===== src/rtl/phase_decode.sv =====
// Phase decoder: samples the four phase clocks, recognises the two-hot
// phase patterns and locks once LOCK_CNT patterns arrive in correct cyclic
// order. Loss of lock is flagged with a one-cycle pulse and counted.
module phase_decode #(
  parameter int LOCK_CNT = 4
) (
  input  logic       CLK,
  input  logic       RESET,
  input  logic       CLK_FT,
  input  logic       CLK_DC,
  input  logic       CLK_EX,
  input  logic       CLK_WB,
  input  logic       CLR_ERR,
  output logic [1:0] PHASE,
  output logic       EN_FT,
  output logic       EN_DC,
  output logic       EN_EX,
  output logic       EN_WB,
  output logic       LOCKED,
  output logic       SYNC_ERR,
  output logic [7:0] ERR_CNT
);

  typedef enum logic [1:0] {ST_IDLE, ST_ACQ, ST_LOCK} state_t;

  localparam logic [2:0] LC = LOCK_CNT[2:0];

  logic [3:0] r_s;
  state_t     r_state;
  logic [2:0] r_g;
  logic [1:0] r_l;
  logic [1:0] r_phase;
  logic [3:0] r_en;
  logic       r_locked;
  logic       r_sync_err;
  logic [7:0] r_err_cnt;

  logic       w_valid;
  logic [1:0] w_phase;
  logic [1:0] w_l_next;
  logic [2:0] w_g_inc;
  logic       w_succ;
  logic       w_loss;

  // Register the raw phase clocks once; everything downstream uses r_s only.
  always_ff @(posedge CLK or posedge RESET) begin
    if (RESET) r_s <= 4'b0000;
    else       r_s <= {CLK_FT, CLK_DC, CLK_EX, CLK_WB};
  end

  // Map the sampled pattern to a phase index; anything else is invalid.
  always_comb begin
    w_valid = 1'b0;
    w_phase = 2'd0;
    case (r_s)
      4'b1001: begin w_valid = 1'b1; w_phase = 2'd0; end
      4'b1100: begin w_valid = 1'b1; w_phase = 2'd1; end
      4'b0110: begin w_valid = 1'b1; w_phase = 2'd2; end
      4'b0011: begin w_valid = 1'b1; w_phase = 2'd3; end
      default: begin w_valid = 1'b0; w_phase = 2'd0; end
    endcase
  end

  // The 2-bit add wraps phase 3 back to phase 0.
  assign w_l_next = r_l + 2'd1;
  assign w_g_inc  = r_g + 3'd1;
  assign w_succ   = w_valid && (w_phase == w_l_next);
  assign w_loss   = (r_state == ST_LOCK) && !w_succ;

  // Acquisition/lock FSM with registered phase, enable and lock outputs.
  always_ff @(posedge CLK or posedge RESET) begin
    if (RESET) begin
      r_state    <= ST_IDLE;
      r_g        <= 3'd0;
      r_l        <= 2'd0;
      r_phase    <= 2'd0;
      r_en       <= 4'b0000;
      r_locked   <= 1'b0;
      r_sync_err <= 1'b0;
    end else begin
      r_locked   <= 1'b0;
      r_en       <= 4'b0000;
      r_phase    <= 2'd0;
      r_sync_err <= 1'b0;
      case (r_state)
        ST_IDLE: begin
          if (w_valid) begin
            r_state <= ST_ACQ;
            r_g     <= 3'd1;
            r_l     <= w_phase;
          end else begin
            r_g <= 3'd0;
          end
        end
        ST_ACQ: begin
          if (!w_valid) begin
            r_state <= ST_IDLE;
            r_g     <= 3'd0;
          end else if (w_succ) begin
            r_g <= w_g_inc;
            r_l <= w_phase;
            if (w_g_inc == LC) begin
              r_state  <= ST_LOCK;
              r_locked <= 1'b1;
              r_phase  <= w_phase;
              r_en     <= 4'b0001 << w_phase;
            end
          end else begin
            r_g <= 3'd1;
            r_l <= w_phase;
          end
        end
        ST_LOCK: begin
          if (w_succ) begin
            r_l      <= w_phase;
            r_locked <= 1'b1;
            r_phase  <= w_phase;
            r_en     <= 4'b0001 << w_phase;
          end else begin
            r_state    <= ST_IDLE;
            r_g        <= 3'd0;
            r_sync_err <= 1'b1;
          end
        end
        default: begin
          r_state <= ST_IDLE;
          r_g     <= 3'd0;
        end
      endcase
    end
  end

  // Saturating loss-of-lock counter; a clear coinciding with a loss leaves 1.
  always_ff @(posedge CLK or posedge RESET) begin
    if (RESET)                              r_err_cnt <= 8'd0;
    else if (CLR_ERR)                       r_err_cnt <= w_loss ? 8'd1 : 8'd0;
    else if (w_loss && r_err_cnt != 8'hFF)  r_err_cnt <= r_err_cnt + 8'd1;
  end

  assign PHASE    = r_phase;
  assign EN_FT    = r_en[0];
  assign EN_DC    = r_en[1];
  assign EN_EX    = r_en[2];
  assign EN_WB    = r_en[3];
  assign LOCKED   = r_locked;
  assign SYNC_ERR = r_sync_err;
  assign ERR_CNT  = r_err_cnt;

endmodule


===== config.mk =====
export PLATFORM = sky130hd
export DESIGN_NAME = phase_decode
export DESIGN_NICKNAME = d
export VERILOG_FILES = /design/src/rtl/phase_decode.sv
export SDC_FILE = /design/constraint.sdc
export NUM_CORES = 1
export LEC_CHECK = 0
export ABC_AREA = 1
export BUFFER_PORTS_ARGS = -buffer_cell sky130_fd_sc_hd__buf_2
export CORE_MARGIN = 2
export CORE_UTILIZATION = 56
export DETAILED_ROUTE_END_ITERATION = 16
export PLACE_DENSITY = 0.78
export SETUP_SLACK_MARGIN = 0.15
export SLEW_MARGIN = 30
export SYNTH_ARGS = -nofsm -noshare
export SYNTH_HDL_FRONTEND = slang
export SYNTH_SLANG_ARGS = --single-unit

===== constraint.sdc =====
create_clock -name CLK -period 1.7 [get_ports CLK]
set_input_delay 0.17 -clock CLK [delete_from_list [all_inputs] [get_ports CLK]]
set_output_delay 0.17 -clock CLK [all_outputs]
set_load 0.01 [all_outputs]

======== Yosys cells after proc, flatten, opt, wreduce, memory -nomap -nowiden ========
Index checks and enable logic that the tools add are counted.
cells by class
  $add $sub $neg .......................... 3
  equality and inequality tests ........... 15
  shift-type cells ........................ 1
  multiplexer cells ....................... 36
  reduce and logical (&&, ||, !) cells .... 11
operators with widths
  cell                                                 number
  2-to-1 mux 2 bit                                     11
  2-to-1 mux 4 bit                                     4
  2-to-1 mux 8 bit                                     2
  case mux 2 bit (3 select lines)                      2
  2-to-1 mux 1 bit                                     9
  2-to-1 mux 3 bit                                     3
  case mux 3 bit (3 select lines)                      1
  adder 8 x 1 -> 8 bit, second input constant          1
  equality test 4 bit, second input constant           2
  != test 8 bit, second input constant                 1
  case mux 2 bit (2 select lines)                      2
  case mux 4 bit (2 select lines)                      1
  != test 2 bit, second input constant                 3
  != test 3 bit, second input constant                 2
  equality test 4 x 2 -> 1 bit, second input constant  1
  equality test 4 x 3 -> 1 bit, second input constant  1
  AND reduction 4 bit                                  1
  nonzero test 2 bit                                   2
  OR reduction 4 bit                                   1
  << shifter 1 x 2 -> 4 bit, first input constant      1
  adder 3 x 1 -> 3 bit, second input constant          1
  equality test 3 bit, second input constant           1
  logical AND 1 bit                                    3
  AND reduction 3 bit                                  1
  9 further kinds                                      9
word-level totals
  flip-flop bits (word level) ............. 27
  output and inout port bits .............. 16
  logic and storage cells ................. 75

======== Longest topological paths before layout ========
  word-level depth ........................ 9
  depth in mapped cells ................... 12

======== Least setup slack after synthesis ========
Ideal clock, no wire load.
  path kind ............................... reg2reg
  from .................................... reg r_s[3]
  to ...................................... reg r_err_cnt[2] (netlist: ERR_CNT[2])
  setup time .............................. 119 ps
  arrival ................................. 1368 ps
  required time ........................... 1581 ps
  setup slack ............................. 213 ps
  cell stages (with the launch flop) ...... 11
  period minus slack after synthesis ...... 1487 ps
  cells stage by stage .................... dfrtp_1 nor2_2 nand2_4 nand3b_1 nand2_4 nor2_8 nand2_4 nand3_4 nand2_8 nand2_2 nand2_1
on the way
  cells in the longest elaborated chain, start to end .. 8
  elaborated cells between the ends (all ways) .. 13
ends and longest elaborated chain
  item                                                                          RTL line  source
  start, declared                                                               28        logic [3:0] r_s;
  start signal, assigned                                                        48        else r_s <= {CLK_FT, CLK_DC, CLK_EX, CLK_WB};
  equality test 4 x 2 -> 1 bit (tied with other cells)                          55        case (r_s)
  case mux 2 bit (3 select lines) / OR reduction 4 bit (equally long branches)  --
  equality test 2 bit / 2-to-1 mux 1 bit (equally long branches)                67, 55
  logical AND 1 bit (*)                                                         67        assign w_succ = w_valid && (w_phase == w_l_next);
  zero test 1 bit (*)                                                           68        assign w_loss = (r_state == ST_LOCK) && !w_succ;
  logical AND 1 bit (*)                                                         68
  logical AND 1 bit (*)                                                         137       else if (w_loss && r_err_cnt != 8'hFF) r_err_cnt <= r_err_cnt + 8'd1;
  nonzero test 2 bit (no line) (*)                                              --
  end signal, assigned                                                          136       else if (CLR_ERR) r_err_cnt <= w_loss ? 8'd1 : 8'd0;
  end signal, assigned                                                          137
  end, declared                                                                 36        logic [7:0] r_err_cnt;
Every way passes the cells marked *; elsewhere a longest branch is shown, timed or not.
A chain may end at the register's enable or synchronous reset.

======== Worst setup path after layout ========
  from .................................... reg r_s[2]
  to ...................................... reg r_err_cnt[5] (netlist: ERR_CNT[5])
The elaborated chain is that of the path after synthesis.

==> impl_metrics.ini <==
[run_status]
status = completed

[logic_synthesis]
synth_nets = 193
synth.top_cell.area_share = 0.429
yosys.area.top_type = dfrtp_1
synth_common_cells = nand2_1 (38), dfrtp_1 (27), nand3_1 (19)
synth_warnings = 0
synth_seq_cells = 27
seq_area_frac_synth = 0.429
synth_area_leaders = dfrtp_1 (43%), nand2_1 (9.0%), nand3_1 (6.0%)
syn_avg_cell_area_um2 = 8.81
synthCells = 179
yosysUniqueCellTypes = 28
synth_edf_count = 0
yosysMostFrequentCell = nand2_1
synthFlopType = dfrtp_1
synth_area_mm2 = 0.00158
async_flop_share = 1.00

[setup_path]
cpPeakStageDelay_ns = 0.45
cpMostUsedCell = nand2_4
cp-end-kind = flop
cp_num_buf_inv = 0
crit_slowest_cell = dfrtp_1
cp.required_ns = 1.91
cp_max_fo = 8
critical_path.top_delay_family = simple AND/OR/NAND/NOR gates
worstPathArrival_ns = 1.84
setup.worst_path.start_class = flop
crit_chain = nor2_2 > nand2_4 > nand3b_1 > nand2_4 > nor2_8 > nand2_4 > nand3_4 > nand2_8 > nand2_2 > nand2_1
critPathKind = flop to flop

[die]
row_count = 19
fp.dieH_um = 57.1
die_w_um = 57.1
fp.dieArea_mm2 = 0.00326
core_mm2 = 0.00271
start_util = 0.582
pin_count = 23

[routing]
drt-pass1-iter-count = 4
antenna_left = 0
wl_um = 3080
dr_total_vias = 1300
wire_per_inst_um = 12.3
drt-initial-drc-count = 53
drcViolationCount = 0
viasPerCell = 5.20

[timing]
fin_crit_sh = 0.956
skew_ns = 0.00367
setup_violations = 0
slew_headroom = 0.708
rsz0062_at_grt = true
hold_viol_final = 0
hold_ws_ns = 0.245
tightest_slew_ns = 0.438
fmax_mhz = 615
worst_slack_ns = 0.0751
final_max_slew_viol_count = 0
period_minus_slack_ns = 1.62

[global_route]
grt-ovfl-total = 0
antenna_found_initial = 0
grt_pass1_wl_um = 5340
grt_pass1_vias = 1266
groute.usage.overall = 0.206
grt_max_degree = 28

[pwr]
ir_worst_vdd_mv = 0.652
power.density_mw_per_mm2 = 1030
p_total_mw = 1.99
power_leakage_nw = 1.04

[place]
post-dp-hpwl_um = 2170
pre_cts_ws_ns = 0.0607
port_buffers = 22
place_congestion = 0.868

[clocking]
clkSinkCount = 27
cts-buffers-inserted = 3
cts_max_path_buffers = 2
clk_latency_ns = 0.31
root_buffer = clkbuf_4
htreeDepth = 1
clkTransAtPathRegs_ns = 0.13
cts_tree = built

[finish]
antennaDiodeCount = 0
area_growth_pct = 22.1
drive_above_1_share = 0.365
nets = 234
seqCellArea_um2 = 676
multi_input_area_um2 = 886
fillCellCount = 207

[flow_run]
maxCapViolCount = 0

[hold_path]
hp-class = primary input to flop
## layout by cell type, fill, tap and decap left out
master	Yosys	routed
inv_2	3	3
nand3b_1	1	1
o21ai_0	2	1
dlygate4sd3_1	0	5
xnor2_1	2	2
clkbuf_1	0	1
nand3_2	1	4
nand3_1	19	17
clkinv_1	1	1
clkbuf_4	0	3
o21ai_1	0	1
nand2_1	38	36
nor2_1	14	13
nor2_4	1	3
inv_1	15	15
dfrtp_1	27	27
or2_2	1	1
nand2_4	7	8
buf_2	1	22
a21boi_0	2	2
nand4_1	5	5
xor2_1	3	3
nand3_4	2	2
buf_4	0	8
nand2_8	1	2
nor2_8	1	1
inv_4	1	1
nor3b_1	1	1
nor3_1	1	1
nand2_2	13	13
o31ai_2	0	1
nor2_2	8	8
ha_1	7	7
## cell type report
type                            count  area share
Timing Repair Buffer               35       0.114
Sequential cell                    27       0.351
Multi-Input combinational cell    133       0.460
Tap cell                           31      0.0202
Inverter                           20      0.0403
Clock buffer                        4      0.0137
## tightest hold or removal path: cells and delay by family
family / cells / cell delay, ns
simple gates: 3 / 0.17
buf+inv: 1 / 0.19
## registers in the layout, indices dropped and copies added (netlist names)
| register | flops |
|---|---|
| ERR_CNT | 8 |
| SYNC_ERR | 1 |
| r_s | 4 |
| r_state | 2 |
| r_l | 2 |
| PHASE | 2 |
| LOCKED | 1 |
| r_g | 3 |
| r_en | 4 |
## logic make-up (layout without fill, tap and decap cells)
kind of cell	after synthesis	after routing	synth area share
and+or+nand+nor	114	116	0.415
DFF	27	27	0.429
buffers and inverters	21	59	0.0524
adders and majority gates	7	7	0.0556
AOI/OAI and AO/OA	5	5	0.0206
xor gates and xnor gates	5	5	0.0278
## power by group
group	leakage [nW]	internal [mW]	switching (mW)	total, mW
clock network	0.0150	0.0917	0.173	0.265
logic	0.666	0.346	0.555	0.901
registers	0.362	0.732	0.0896	0.821
total	1.04	1.17	0.817	1.99
## final timing paths
check / startpoint / to / slack (ns) / cells past startpoint
max: r_s[2]$_DFF_PP0_ / ERR_CNT[5]$_DFFE_PP0P_ / 0.08 / 10
min: CLR_ERR / ERR_CNT[1]$_DFFE_PP0P_ / 0.25 / 4
max reg2reg: r_s[2]$_DFF_PP0_ / ERR_CNT[5]$_DFFE_PP0P_ / 0.08 / 10
min reg2reg: r_g[1]$_DFFE_PP0P_ / r_g[1]$_DFFE_PP0P_ / 0.52 / 2
max in group asynchronous: RESET / ERR_CNT[5]$_DFFE_PP0P_ / 1.02 / 4
min in group asynchronous: RESET / r_s[2]$_DFF_PP0_ / 0.43 / 4
## through the flow
stage	setup TNS (ns)	area, um^2	instances	utilization
final	0	1920	250	0.710
after global routing	-0.0661	1920	250	0.710
after CTS	0	1880	247	0.694
after detailed placement	0	1740	233	0.640
after global placement	0	1740	233	0.640
after floorplan	0	1580	179	-
## routing by layer
metal  vias up  GRT usage  share of wire
li1        651          -              -
met1       600      0.265           0.42
met2        41      0.355           0.50
met3         8     0.0249          0.048
met4         0     0.0831          0.025
met5         -          0              0
## what timing repair did
| action | 4_1_cts | 5_1_grt |
|---|---|---|
| resized for setup | 6 | 5 |
| setup endpoints to repair | 19 | 22 |
| buffers inserted | 3 | 3 |
| pin swaps | 6 | 5 |
| hold endpoints to repair | 31 | 0 |
| gates cloned | 2 | 0 |
| hold buffers | 5 | 0 |
Note: power is estimated with default switching activity, not from simulation.
